File: src/rtl/time_ascii_sender.sv
// rtl/time_ascii_sender.sv - snapshots stopwatch time and pushes "HH:MM:SS.CC" plus terminator as ASCII bytes.
// Optional TIME_SENDER_CRLF_EN: terminate with CR LF instead of LF alone.
module time_ascii_sender #(
  parameter logic [7:0] SEP_CHAR = 8'h3A,
  parameter logic [7:0] DOT_CHAR = 8'h2E
) (
  input  logic       clk,
  input  logic       rst,
  input  logic       start,
  input  logic [4:0] hour,
  input  logic [5:0] min,
  input  logic [5:0] sec,
  input  logic [6:0] msec,
  input  logic       tx_full,
  output logic       push,
  output logic [7:0] push_data,
  output logic       busy,
  output logic       done
);

`ifdef TIME_SENDER_CRLF_EN
  localparam logic [3:0] LAST_IDX = 4'd12;
`else
  localparam logic [3:0] LAST_IDX = 4'd11;
`endif

  typedef enum logic [1:0] {IDLE, LOAD, SEND, DONE} state_t;

  state_t     state, next_state;
  logic [3:0] idx;
  logic [4:0] hour_q;
  logic [5:0] min_q, sec_q;
  logic [6:0] msec_q;
  logic [7:0] h1, h0, m1, m0, s1, s0, c1, c0;
  logic [7:0] frame_byte;

  // Values of 100 and above saturate to "99"; leading zeros are kept.
  function automatic logic [15:0] to_ascii(input logic [6:0] v);
    logic [6:0] s;
    s = (v > 7'd99) ? 7'd99 : v;
    to_ascii = {8'h30 + 8'(s / 7'd10), 8'h30 + 8'(s % 7'd10)};
  endfunction

  always_ff @(posedge clk) begin
    if (!rst) begin
      state  <= IDLE;
      idx    <= 4'd0;
      hour_q <= 5'd0;
      min_q  <= 6'd0;
      sec_q  <= 6'd0;
      msec_q <= 7'd0;
      h1 <= 8'h00; h0 <= 8'h00; m1 <= 8'h00; m0 <= 8'h00;
      s1 <= 8'h00; s0 <= 8'h00; c1 <= 8'h00; c0 <= 8'h00;
    end else begin
      state <= next_state;
      if (state == IDLE && start) begin
        hour_q <= hour;
        min_q  <= min;
        sec_q  <= sec;
        msec_q <= msec;
      end
      if (state == LOAD) begin
        {h1, h0} <= to_ascii({2'b00, hour_q});
        {m1, m0} <= to_ascii({1'b0, min_q});
        {s1, s0} <= to_ascii({1'b0, sec_q});
        {c1, c0} <= to_ascii(msec_q);
        idx      <= 4'd0;
      end else if (push) begin
        idx <= idx + 4'd1;
      end
    end
  end

  always_comb begin
    frame_byte = 8'h00;
    case (idx)
      4'd0:  frame_byte = h1;
      4'd1:  frame_byte = h0;
      4'd2:  frame_byte = SEP_CHAR;
      4'd3:  frame_byte = m1;
      4'd4:  frame_byte = m0;
      4'd5:  frame_byte = SEP_CHAR;
      4'd6:  frame_byte = s1;
      4'd7:  frame_byte = s0;
      4'd8:  frame_byte = DOT_CHAR;
      4'd9:  frame_byte = c1;
      4'd10: frame_byte = c0;
`ifdef TIME_SENDER_CRLF_EN
      4'd11: frame_byte = 8'h0D;
      4'd12: frame_byte = 8'h0A;
`else
      4'd11: frame_byte = 8'h0A;
`endif
      default: frame_byte = 8'h00;
    endcase
  end

  always_comb begin
    next_state = state;
    push       = 1'b0;
    push_data  = 8'h00;
    busy       = 1'b1;
    done       = 1'b0;
    case (state)
      IDLE: begin
        busy = 1'b0;
        if (start) next_state = LOAD;
      end
      LOAD: next_state = SEND;
      SEND: begin
        // Byte stays on push_data while the FIFO is full so it is never dropped.
        push      = !tx_full;
        push_data = frame_byte;
        if (!tx_full && idx == LAST_IDX) next_state = DONE;
      end
      DONE: begin
        done       = 1'b1;
        next_state = IDLE;
      end
      default: next_state = IDLE;
    endcase
  end

endmodule

File: config.mk
export PLATFORM = sky130hd
export DESIGN_NAME = time_ascii_sender
export DESIGN_NICKNAME = d
export VERILOG_FILES = /design/src/rtl/time_ascii_sender.sv
export SDC_FILE = /design/constraint.sdc
export NUM_CORES = 1
export LEC_CHECK = 0
export CORE_UTILIZATION = 53
export DETAILED_ROUTE_END_ITERATION = 8
export HOLD_SLACK_MARGIN = 0.1
export PLACE_DENSITY_LB_ADDON = 0.08
export SETUP_SLACK_MARGIN = 0.02
export SLEW_MARGIN = 20
export SYNTH_ARGS = -nofsm -noshare
export SYNTH_HDL_FRONTEND = slang
export SYNTH_SLANG_ARGS = --single-unit
export TNS_END_PERCENT = 5
File: constraint.sdc
create_clock -name clk -period 4 [get_ports clk]
set_input_delay 0.4 -clock clk [delete_from_list [all_inputs] [get_ports clk]]
set_output_delay 0.4 -clock clk [all_outputs]
set_load 0.01 [all_outputs]
==> Word-level counts from Yosys, hierarchy flattened <==
Cells that the tools add are included.
Widths: inputs -> output; s select.
{ "totals": {"reg_bits": 94, "input_bits": 28, "output_inout_bits": 11, "wordCells": 70} }
{ "op_classes": {"add_sub_neg": 9, "n_div": 8, "n_lt_le_gt_ge": 3, "n_eq_ne": 16, "mux": 11, "n_bitwise": 1, "n_reduce_logical": 8} }
{ "ops": {"columns": ["operator", "n"], "rows": [
  ["$pmux 8 s11", 1],
  ["$add 6x8->8 const A", 8],
  ["$div 7x4->8 const B", 3],
  ["$mod 7x4->8 const B", 3],
  ["$mux 7", 3],
  ["$eq 4x3->1 const B", 4],
  ["$eq 4x4->1 const B", 4],
  ["$gt 6x7->1 const B", 2],
  ["$div 5x4->8 const B", 1],
  ["$eq 4x2->1 const B", 2],
  ["$mod 5x4->8 const B", 1],
  ["$mux 8", 1],
  ["$pmux 2 s4", 1],
  ["$gt 7x7->1 const B", 1],
  ["$add 4x1->4 const B", 1],
  ["$eq 2x2->1 const B", 2],
  ["$eq 4x1->1 const B", 1],
  ["$logic_not 4->1", 1],
  ["$mux 2", 2],
  ["$ne 2x2->1 const B", 2],
  ["$reduce_or 2->1", 2],
  ["$mux 1", 3],
  ["$eq 2x1->1 const B", 1],
  ["$logic_and 1x1->1", 2],
  ["4 further kinds", 4]
]} }

==> Longest topological paths before layout <==
{ "depth": {"depth_word": 4, "ltp_mapped": 23, "ltp_nobuf": 22} }

==> Least setup slack after synthesis <==
No wires, ideal clock.
{ "synth_timing": {"kind": "register -> register", "startpoint": "reg msec_q[6]", "endpoint": "reg c0[5]", "setup_time_ns": 0.086, "t_arrival_ns": 4.067, "t_required_ns": 3.914, "slack_ns": -0.153, "path_stages_with_launch": 22, "path_buffers": 1, "synth_period_minus_slack_ns": 4.153, "cell_sequence": "dfxtp_1 buf_2 nand2_1 and2_1 ha_1 nand2_1 o31ai_4 inv_1 ha_1 nor2_1 o31a_1 and2_1 nand3_1 xnor2_1 ha_1 nand2_1 a2111oi_0 or3b_2 xnor2_1 nand2_1 ha_1 a211oi_1"} }
{ "synth_via": {"elab_chain_len": 4} }
{ "synth_rtl": {"columns": ["item", "line_no", "source"], "rows": [
  ["from (decl)", "33", "logic [6:0] msec_q;"],
  ["from (signal assigned)", "60", "msec_q <= msec;"],
  ["$gt 7x7->1", "40", "s = (v > 7'd99) ? 7'd99 : v;"],
  ["$mux 7 *", "40", null],
  ["$mod 7x4->8 *", "41", "to_ascii = {8'h30 + 8'(s / 7'd10), 8'h30 + 8'(s % 7'd10)};"],
  ["$add 6x8->8 *", "41", null],
  ["to (signal assigned)", "66", "{c1, c0} <= to_ascii(msec_q);"],
  ["to (decl)", "34", "logic [7:0] h1, h0, m1, m0, s1, s0, c1, c0;"]
]} }
Every way passes the cells marked *; elsewhere a longest branch is shown, timed or not.
A chain may end at the register's enable or synchronous reset.

==> Final worst setup path <==
Ends and elaborated chain as after synthesis.

==> metrics <==
Worst-path clk slew=80 ps; slowest cell delay on critical path=420 ps; vias per cell=5.896; fin nets=710; Die ar.=9462 um^2; first-pass GRT wire length=20170 um; Core Region=8763 um^2; largest vdd supply drop=0.0002932 V; initial antenna violation count=0; Post-DP Area=5321 um^2; Final Hold Viols=0; synth unique cells=74; Total Wirelength=11930 um; Port Buffers=38; total gr overflow=0; cell area after layout=5644 um^2; Worst Hold Class=reg -> reg; final RePlAce weighted congestion=0.8623; final setup violation count=0; Clock Sink Count=75; Slew HR=37.09%; Die X-Extent=97.28 um; Syn-to-layout area delta=17.32%; Post-synth ARST share=0%; DR pass1 iterations=7; Clock Tree Buf Depth=2; 1st-iter DRT viols=207; CTS tree=yes; crit-path leading delay family=simple AND/OR/NAND/NOR gates; vias in the first global route=4255; total power per unit cell area=634.4 nW/um^2; Routed Antenna Nets=0; diode count=0; final period demand of the worst path=3760 ps; max-cap viol count=0; CTS root buf=clkbuf_8; H-tree depth=3; period utilisation layout=94.01%; worst path bufs/invs=0; layout cells sized above 1=11.45%; Avg Inst Size Synth=7.612 um^2; Top Ports=39; Yosys Warn Count=0; GRT Overall Usage=25.80%; worst path cell trace=nand2_2 -> and2_1 -> ha_4 -> and2_1 -> and4_1 -> or2_4 -> o31a_1 -> and2_4 -> nand3_2 -> xnor2_2 -> ha_2 -> nand2_1 -> a2111oi_2 -> or3b_4 -> xnor2_2 -> nand2_1 -> ha_1 -> a211oi_2; CP max FO=5; Hold Slack=463.8 ps; Fill cells=768; Post-DP HPWL=8523 um; crit path DAT=4030 ps; leakage power=2.019 nW; reg2reg end=c0[5]$_SDFFE_PN0P_; crit start category=flop; worst hold endpoint=min_q[0]$_SDFFE_PN0P_; R2R Path Start=msec_q[6]$_SDFFE_PN0P_; Clock Skew=11.91 ps; outcome=finished, violations left; path depth of the worst reg2reg path=18; R2R Setup Slk=240 ps; routed len/inst=15.46 um; initial cell density of the core=54.90%; Critical Path RT=4270 ps; Residual DRC=1; row count=34; violated checks=design-rule violations; synthesized area=4811 um^2; largest net degree at the start of global routing=44; hold depth=2; EDFF count, synth=0; worst-margin pin slew=943.7 ps; FF+latch count, synth=75; Chip Height=97.28 um; total number of vias=4552; path type of the worst setup path=reg -> reg; fin. max-slew vios=0; TritonCTS Buffers=9; post-synthesis sequential area ratio=31.21%; top_reg_cell synth=dfxtp_1; Critical Path Sink Type=flop; slowest CP cell=or3b_4; Hold Path Origin=min_q[0]$_SDFFE_PN0P_; worst skew pair latency=350 ps; fmax=0.2659 GHz; Mapped Cells=632
[logic make-up (layout without fill, tap and decap cells)]
logic type | count (synthesis) | after routing | share of synthesized area, %
and+or+nand+nor | 249 | 249 | 24.42
AOI/OAI and AO/OA | 187 | 187 | 26.48
DFF | 75 | 75 | 31.21
buffers and inverters | 64 | 94 | 5.227
adders and majority gates | 23 | 23 | 5.982
muxes | 19 | 19 | 4.057
xor gates and xnor gates | 14 | 14 | 2.549
other | 1 | 3 | 0.07795
[cell type report]
class | instances | area (um^2) | share of cell area (%)
Multi-Input combinational cell | 495 | 3147 | 55.75
Sequential cell | 75 | 1510 | 26.76
Timing Repair Buffer | 59 | 538.0 | 9.532
Clock buffer | 12 | 145.1 | 2.571
Tap cell | 108 | 135.1 | 2.394
Clock inverter | 4 | 97.59 | 1.729
Inverter | 19 | 71.32 | 1.264
[metal layers]
metal,up-vias,routed length (um),GRT usage (%)
met1,2120,5723,34.68
met3,14,446,4.604
met2,96,5586,42.36
met5,-,0,0
met4,0,177,7.579
li1,2322,-,-
[synth_stat cells, types with 3 or more instances]
cell,n,area [um^2]
nand2b_1,18,112.6
o211ai_1,7,52.55
nor2b_1,9,56.30
buf_2,3,15.01
nand2_1,87,326.6
o22ai_1,4,25.02
a222oi_1,5,50.05
nand3b_1,5,37.54
and2_1,8,50.05
mux2i_1,15,150.1
dfxtp_1,75,1501
a221oi_1,4,35.03
o221ai_1,3,26.28
xor2_1,5,43.79
a31oi_1,10,62.56
o31ai_1,4,30.03
inv_1,17,63.81
clkbuf_1,40,150.1
a211oi_1,21,157.7
nor2_1,80,300.3
nor3_1,7,35.03
mux2_2,3,33.78
o21a_1,4,30.03
a31o_2,3,26.28
xnor2_1,9,78.83
o22a_1,4,35.03
a22oi_1,9,67.56
a2111oi_0,3,26.28
a21oi_1,54,270.3
ha_1,23,287.8
o32ai_1,3,26.28
or3_1,4,25.02
o21ai_0,25,125.1
nand4b_1,3,26.28
nand3_1,10,50.05
[power by group]
group	internal, mW	leakage, nW	total, mW	switching (mW)
Clock	0.432	0.117	0.715	0.282
Sequential	0.952	0.616	1.13	0.175
Combinational	0.754	1.29	1.74	0.986
Total	2.14	2.02	3.58	1.44
[layout by cell type, fill, tap and decap left out, drive strengths merged, types with 4 or more instances in the layout]
cell and count:
nand2 87, nor2 81, dfxtp 75, a21oi 54
clkdlybuf4s50 38, o21ai 28, ha 23, buf 21
a211oi 21, inv 19, nand2b 18, mux2i 15
clkbuf 12, a31oi 10, nand3 10, nor2b 9
a22oi 9, xnor2 9, and2 8, o211ai 8
nor3 8, xor2 5, nand3b 5, a222oi 5
o31ai 5, or3 5, o21a 4, o22ai 4
o22a 4, a221oi 4, mux2 4, a2111oi 4
[worst max-delay path by stage]
stage	from	end	slack, ps	cells after the start
floorplan	msec_q[6]$_SDFFE_PN0P_	c0[5]$_SDFFE_PN0P_	20	22
global placement	msec_q[5]$_SDFFE_PN0P_	c0[5]$_SDFFE_PN0P_	130	21
detailed placement	msec_q[5]$_SDFFE_PN0P_	c0[5]$_SDFFE_PN0P_	-40	21
CTS	msec_q[0]$_SDFFE_PN0P_	c0[5]$_SDFFE_PN0P_	50	17
global route	msec_q[5]$_SDFFE_PN0P_	c0[5]$_SDFFE_PN0P_	-2	18
finish	msec_q[6]$_SDFFE_PN0P_	c0[5]$_SDFFE_PN0P_	240	18
[timing repair]
item,CTS,global route
endpoints found under the setup margin,2,2
hold buffers,0,0
pin swaps,0,6
cloned,0,0
buffers inserted,0,3
resized for setup,4,14
hold endpoints to repair,0,0
[state kept, by name, summed over array words and instances, names as in the netlist]
signal	cells
sec_q	6
idx	4
min_q	6
c0	8
hour_q	5
state	2
s1	3
m0	8
c1	4
h1	3
m1	3
s0	8
msec_q	7
h0	8
[through the flow]
step	instances	power, mW	setup WS [ps]	setup TNS, ps	utilization, %
2_1_floorplan	634	2.398	20.86	0	-
3_3_place_gp	753	2.759	131.9	0	60.72
4_1_cts	769	3.519	45.27	0	63.58
5_1_grt	772	3.843	-2.158	-2.158	64.41
6_report	772	3.581	239.6	0	64.41
3_5_place_dp	753	2.802	-43.41	-43.41	60.72
[worst reg2reg max path, delay by kind of cell (launching register included)]
| kind | cells | cell delay [ps] |
|---|---|---|
| flops | 1 | 380 |
| simple gates | 10 | 1800 |
| xor+xnor | 2 | 260 |
| fa+ha+maj | 3 | 680 |
| compound gates | 3 | 590 |
(Power assumes the default switching activity.)
